===== config.mk =====
export PLATFORM = sky130hd
export DESIGN_NAME = thr_rr_arbiter
export DESIGN_NICKNAME = d
export VERILOG_FILES = /design/src/rtl/thr_rr_arbiter.sv
export SDC_FILE = /design/constraint.sdc
export NUM_CORES = 1
export LEC_CHECK = 0
export BUFFER_PORTS_ARGS = -buffer_cell sky130_fd_sc_hd__buf_2
export CAP_MARGIN = 20
export CORE_MARGIN = 3
export CORE_UTILIZATION = 40
export DETAILED_ROUTE_END_ITERATION = 7
export PLACE_DENSITY_LB_ADDON = 0.2
export SYNTH_ARGS = -nofsm -noshare
export SYNTH_HDL_FRONTEND = slang
export SYNTH_SLANG_ARGS = --single-unit

===== constraint.sdc =====
create_clock -name clk -period 3.72 [get_ports clk]
set_input_delay 0.558 -clock clk [delete_from_list [all_inputs] [get_ports clk]]
set_output_delay 0.558 -clock clk [all_outputs]
set_load 0.05 [all_outputs]

===== src/rtl/thr_rr_arbiter.sv =====
// Round-robin arbiter: thermometer-masked lowest-set-bit selection, registered one-hot grant
// with valid/ready handshake. Define THR_RR_ARB_LOCK_EN to hold an unaccepted grant stable.

module thr_rr_thermo #(
   parameter int WIDTH = 8
) (
   input  logic [WIDTH-1:0] x,
   output logic [WIDTH-1:0] thr
);
   // thr[i] = |x[i:0]; a running OR keeps X above the first set bit from leaking down
   always_comb begin
      logic acc;
      acc = 1'b0;
      for (int i = 0; i < WIDTH; i++) begin
         acc    = acc | x[i];
         thr[i] = acc;
      end
   end
endmodule

module thr_rr_arbiter #(
   parameter int WIDTH = 8,
   parameter int IDXW  = $clog2(WIDTH)
) (
   input  logic             clk,
   input  logic             rst_n,
   input  logic [WIDTH-1:0] req,
   output logic [WIDTH-1:0] gnt,
   output logic [IDXW-1:0]  gnt_idx,
   output logic             gnt_vld,
   input  logic             gnt_rdy
);

   typedef enum logic {IDLE = 1'b0, GRANT = 1'b1} state_t;

   state_t           state, state_nxt;
   logic [WIDTH-1:0] msk, msk_nxt;
   logic [WIDTH-1:0] gnt_nxt;
   logic [IDXW-1:0]  idx_nxt;
   logic [WIDTH-1:0] gnt_thr;
   logic [WIDTH-1:0] mreq, sel_src, sel_thr, sel_oh;
   logic [IDXW-1:0]  sel_idx;
   logic             xfer;

   assign gnt_vld = (state == GRANT);
   assign xfer    = gnt_vld & gnt_rdy;

   // Priority moves strictly past the accepted index; index WIDTH-1 empties the mask (wrap).
   thr_rr_thermo #(.WIDTH(WIDTH)) u_gnt_thr (.x(gnt), .thr(gnt_thr));
   assign msk_nxt = xfer ? (gnt_thr << 1) : msk;

   // Selection sees the post-transfer mask so back-to-back grants rotate without a bubble.
   assign mreq    = req & msk_nxt;
   assign sel_src = (|mreq) ? mreq : req;

   thr_rr_thermo #(.WIDTH(WIDTH)) u_sel_thr (.x(sel_src), .thr(sel_thr));
   assign sel_oh = sel_thr & ~(sel_thr << 1);

   always_comb begin
      sel_idx = '0;
      for (int i = 0; i < WIDTH; i++)
         if (sel_oh[i]) sel_idx = sel_idx | IDXW'(i);
   end

   always_comb begin
      state_nxt = state;
      gnt_nxt   = gnt;
      idx_nxt   = gnt_idx;
      case (state)
         IDLE: begin
            if (|req) begin
               state_nxt = GRANT;
               gnt_nxt   = sel_oh;
               idx_nxt   = sel_idx;
            end
         end
         GRANT: begin
`ifdef THR_RR_ARB_LOCK_EN
            if (xfer) begin
`else
            begin
`endif
               if (|req) begin
                  gnt_nxt = sel_oh;
                  idx_nxt = sel_idx;
               end else begin
                  state_nxt = IDLE;
                  gnt_nxt   = '0;
                  idx_nxt   = '0;
               end
            end
         end
         default: begin
            state_nxt = IDLE;
            gnt_nxt   = '0;
            idx_nxt   = '0;
         end
      endcase
   end

   always_ff @(posedge clk or negedge rst_n) begin
      if (!rst_n) begin
         state   <= IDLE;
         gnt     <= '0;
         gnt_idx <= '0;
         msk     <= '1;
      end else begin
         state   <= state_nxt;
         gnt     <= gnt_nxt;
         gnt_idx <= idx_nxt;
         msk     <= msk_nxt;
      end
   end

endmodule


* Word-level counts from Yosys, hierarchy flattened
Cells that the tools add are included.
** Operators by class
- Reduce and logical (&&, ||, !) cells :: 2
- Bitwise gates (word level) :: 18
- Equality and inequality tests :: 1
- Multiplexer cells :: 16
** Operator list (count)
- 2-to-1 mux 8 bit :: 4
- 2-to-1 mux 3 bit :: 6
- bitwise AND 8 bit :: 2
- case mux 8 bit (2 select lines) :: 1
- OR reduction 8 bit :: 2
- bitwise OR 1 bit :: 13
- NOT 8 bit :: 1
- case mux 3 bit (2 select lines) :: 1
- 2-to-1 mux 2 bit :: 2
- 2-to-1 mux 1 bit :: 2
- inequality test 2 bit (second input constant) :: 1
- bitwise AND 1 bit :: 1
- NOT 1 bit :: 1
** Storage, ports and cells
- Bits of input ports :: 11
- Register bits after elaboration :: 20

* Depth between registers and ports, before layout
- Depth in word-level cells :: 27
- Gate-level depth with buffers :: 8
- Mapped depth without buffers :: 7

* Hierarchy
Synthesis repeated with hierarchy kept, for this count alone.
** Second synthesis, totals
- Cell total of the unflattened synthesis :: 122
- Area, all modules :: 1206.2 sq um
** Modules (own cells, without submodules)
- thr_rr_arbiter :: cells an instance 100, instances 1, area an instance 1053.5 sq um
- thr_rr_thermo :: cells an instance 11, instances 2, area an instance 76.3 sq um

* Worst setup path before layout
OpenSTA, ideal clock, no wires.
- Path kind :: register to register
- Start point :: register gnt[1]
- End point :: register gnt_idx[0]
- Buffers on the path :: 1
- Slack :: 1.175 ns
- Required time :: 3.585 ns
- Arrival time :: 2.409 ns
- Stages on the path, launching flop included :: 9
- Setup time :: 0.135 ns
- Path through :: dfrtp_1 > or3_1 > buf_6 > o211a_1 > a211o_1 > a2111oi_0 > nor2_1 > o2111ai_1 > nand4_1
** On the way
- Cells in the longest elaborated chain, start to end :: 21
- Elaborated cells on any way between the ends :: 29
** RTL lines
- start, declared :: line 28 : output logic [WIDTH-1:0] gnt,
- start signal, assigned :: line 109 : gnt <= gnt_nxt;
- bitwise OR 1 bit * :: line 15 : acc = acc | x[i];
- bitwise OR 1 bit (5 in a row) :: line 15
- 2-to-1 mux 8 bit * :: line 50 : assign msk_nxt = xfer ? (gnt_thr << 1) : msk;
- bitwise AND 8 bit * :: line 53 : assign mreq = req & msk_nxt;
- OR reduction 8 bit :: line 54 : assign sel_src = (|mreq) ? mreq : req;
- 2-to-1 mux 8 bit * :: line 54
- bitwise OR 1 bit / NOT 8 bit (equally long branches) :: line 15, 57
- bitwise AND 8 bit * :: line 57 : assign sel_oh = sel_thr & ~(sel_thr << 1);
- 2-to-1 mux 1 bit, or another cell as far along :: line 62 : if (sel_oh[i]) sel_idx = sel_idx | IDXW'(i);
- 2-to-1 mux 2 bit, or another cell as far along (2 in a row) :: line 62
- 2-to-1 mux 3 bit, or another cell as far along (2 in a row) :: line 62
- 2-to-1 mux 3 bit / bitwise AND 8 bit (equally long branches) :: line 62, 57
- 2-to-1 mux 3 bit * :: line 62
- 2-to-1 mux 3 bit (on tied branches) :: line 83, 71
- case mux 3 bit (2 select lines) * :: line 69 : case (state)
- end signal, assigned :: line 110 : gnt_idx <= idx_nxt;
- end, declared :: line 29 : output logic [IDXW-1:0] gnt_idx,
Mark *: on every way between the ends. The rest lies on a longest branch, timed or not. The select of a mux whose other input is x is not followed.
A chain may end at the register's enable or synchronous reset.

* Worst setup path after layout
- Start point :: register gnt[1]
- End point :: register gnt_idx[1]
** On the way
- Cells in the longest elaborated chain, start to end :: 21
- Elaborated cells on any way between the ends :: 28
** RTL lines (line)
- bitwise OR 1 bit * :: 15
- bitwise OR 1 bit (5 in a row) :: 15
- 2-to-1 mux 8 bit * :: 50
- bitwise AND 8 bit * :: 53
- OR reduction 8 bit :: 54
- 2-to-1 mux 8 bit * :: 54
- bitwise OR 1 bit :: 15
- bitwise OR 1 bit / NOT 8 bit (equally long branches) :: 15, 57
- bitwise AND 8 bit * :: 57
- 2-to-1 mux 2 bit, or another cell as far along :: 62
- 2-to-1 mux 2 bit / bitwise OR 1 bit (equally long branches) :: 62, 15
- 2-to-1 mux 3 bit, or another cell as far along (2 in a row) :: 62
- 2-to-1 mux 3 bit / bitwise AND 8 bit (equally long branches) :: 62, 57
- 2-to-1 mux 3 bit * :: 62
- 2-to-1 mux 3 bit (on tied branches) :: 83, 71
- case mux 3 bit (2 select lines) * :: 69
Marked as above.

==> results.md <==
- Critical R2R Launch: gnt[1]$_DFFE_PN0P_
- Top post-synthesis cells by area: dfrtp_1 28%, dfstp_2 20%, nand2_1 5.3%
- Clock Pin Slew Worst Setup and Hold Paths: 0.11 ns
- Worst VDD drop: 533 uV
- Final Skew: 0.00193 ns
- Max cap viols: 0
- R2R Path End: gnt_idx[1]$_DFFE_PN0P_
- #FFs+latches synth: 20
- Synth Flop Type: dfrtp_1
- Clock latency on the worst-skew pair: 0.30 ns
- Synth warn: 0
- Post-layout util: 49.4%
- Via count: 991
- Critical path class: flip-flop to flip-flop
- Die ar.: 3320 um^2
- CTS tree: built
- Crit end category: flip-flop
- Drt first pass iters: 4
- Post-route antenna net violation count: 0
- Final Setup Violations: 0
- Initial antenna violation count: 0
- R2R Setup Slk: 1.0 ns
- Clock sinks: 20
- Hold Vio Cnt, Final: 0
- Mapped Nets: 119
- Post-CTS sizing: 0
- Vias in the first global route: 990
- Instance count of the mapped netlist: 108
- Port Buffers: 22
- FMAX: 368 MHz
- Worst path max stage delay: 0.56 ns
- Die H: 57.7 um
- Core area: 2500 um^2
- Post-synth top cells: 15 x nand2_1, 12 x dfrtp_1, 9 x o21ai_0
- Yosys top cell area share: 28.1%
- Leading area contributor after synthesis: dfrtp_1
- Setup repair bufs after CTS: 0
- H-tree depth: 1
- CTS Buf Count: 3
- Detailed Place HPWL: 2050 um
- Synth cell types: 42
- Final wirelength: 2680 um
- IO Count: 23
- Hold buffers post-CTS: 0
- Hold Path Class: input pin to asynchronous set/reset pin
- Die width: 57.7 um
- Worst Max-Slew Pin Slew: 0.706 ns
- CP Max Fanout: 9
- Layout cell share with drive strength beyond 1: 32.6%
- # nets final: 144
- Final instance area: 1240 um^2
- First-pass GRT wire length: 4530 um
- Worst-path cell chain: or3_1 > o211a_1 > a211oi_1 > nand2_1 > o311ai_0 > o211a_1 > o211ai_1
- Cell Area, Synth: 1070 um^2
- Crit path top cell by count: o211a_1
- Worst path arrival time: 2.90 ns
- Sequential fraction of the synthesis area: 47.8%
- Starting Density: 42.7%
- Post-synth ARST share: 100%
- Fin crit period: 2.72 ns
- Setup_tns: 0 ns
- CTS Buffer Depth: 2
- P_leak: 0.571 nW
- Cell Pwr Density: 910 nW/um^2
- CP Data Required Time: 3.90 ns
- Syn avg cell area: 9.88 um^2
- GR Overflow Total: 0
- Power Total: 1.12 mW
- Rows: 18
- Largest net degree at the start of global routing: 21
- Area Overhead vs Synth: 15.8%
- CP Launch Type: flip-flop
- DP Area: 1200 um^2
- Slowest-stage cell, CP: o311ai_0
- Most common cell in the synthesized netlist: nand2_1
- Number of synthesized flops with an enable pin: 0
- R2R depth: 7
- Drt via density: 6.12
- Gr usage total: 17.6%
- Remaining DRCs: 0
- WL per Instance: 16.5 um
- Clk root buf: clkbuf_4
- Max-Slew Margin vs Limit: 52.7%
- Iteration-0 DRC Markers: 27
- Status: complete, no violations
- Crit share post-route: 73.1%
- Ant diodes: 0
- Final Max Slew Viols: 0
- Placer Congestion: 0.871
- RSZ-0062 raised after global routing: false
[layout make-up]
| cell class | instances | area, um^2 |
|---|---|---|
| multi-input combinational | 84 | 534 |
| timing repair buffer | 22 | 110 |
| sequential | 20 | 510 |
| inverter | 2 | 7.51 |
| tap | 30 | 37.5 |
| clock buffer | 4 | 36.3 |
| fill | 243 | 1260 |
[worst max-delay path by stage]
stage,endpoint,slack [ns],from,cells past startpoint
final,gnt_idx[1]$_DFFE_PN0P_,1.0,gnt[1]$_DFFE_PN0P_,7
after global routing,gnt_idx[1]$_DFFE_PN0P_,0.81,gnt[1]$_DFFE_PN0P_,7
after CTS,gnt_idx[1]$_DFFE_PN0P_,1.04,gnt[1]$_DFFE_PN0P_,7
after detailed placement,gnt_idx[1]$_DFFE_PN0P_,1.00,gnt_rdy,8
after global placement,gnt_idx[1]$_DFFE_PN0P_,0.96,gnt_rdy,8
after floorplan,gnt_idx[0]$_DFFE_PN0P_,1.18,gnt[1]$_DFFE_PN0P_,8
[report_power, final]
group          internal [mW]  switching [mW]  total [mW]
Combinational          0.190           0.428       0.618
Sequential             0.325          0.0537       0.379
Clock                 0.0598          0.0678       0.128
[per-layer routing]
layer,vias up,share of wire (%),track usage [%]
li1,463,-,-
met1,472,43,24.1
met4,0,1.6,8.28
met3,5,7.7,2.90
met5,-,0,0
met2,51,47,27.3
[registers in the layout (all words and copies together), names as in the netlist]
signal / count
gnt: 8
msk: 8
gnt_idx: 3
gnt_vld: 1
[critical path, delay by kind of cell, from the launching register on]
kind / cells / cell delay, ns
DFF: 1 / 0.42
and+or+nand+nor: 2 / 0.68
AOI/OAI and AO/OA: 5 / 1.50
[cell families after synthesis]
family | after synthesis | synth area share (%)
compound gates | 42 | 29.5
flops | 20 | 47.8
buf+inv | 4 | 2.11
mux | 1 | 1.06
simple gates | 41 | 19.5
[through the flow]
step / std cells / worst slack, ns / hold slack, ns
global route: 162 / 0.812 / 0.189
finish: 162 / 1.00 / 0.176
CTS: 162 / 1.04 / 0.191
floorplan: 108 / 1.18 / 0.262
global placement: 158 / 0.963 / 0.458
detailed placement: 158 / 1.00 / 0.467
[layout by cell type, fill, tap and decap left out, types with 2 or more instances in the layout]
master	count
buf_2	22
nand2_1	15
dfrtp_1	12
o21ai_0	9
nor2_1	8
dfstp_2	8
nor3_1	4
nand3_1	4
a21o_1	3
o211a_1	3
a22oi_1	3
clkbuf_4	3
o31a_2	2
o21a_1	2
inv_1	2
o311ai_1	2
a21oi_1	2
and2_1	2
o31ai_1	2
No activity file was read; power rests on OpenSTA's default activity.
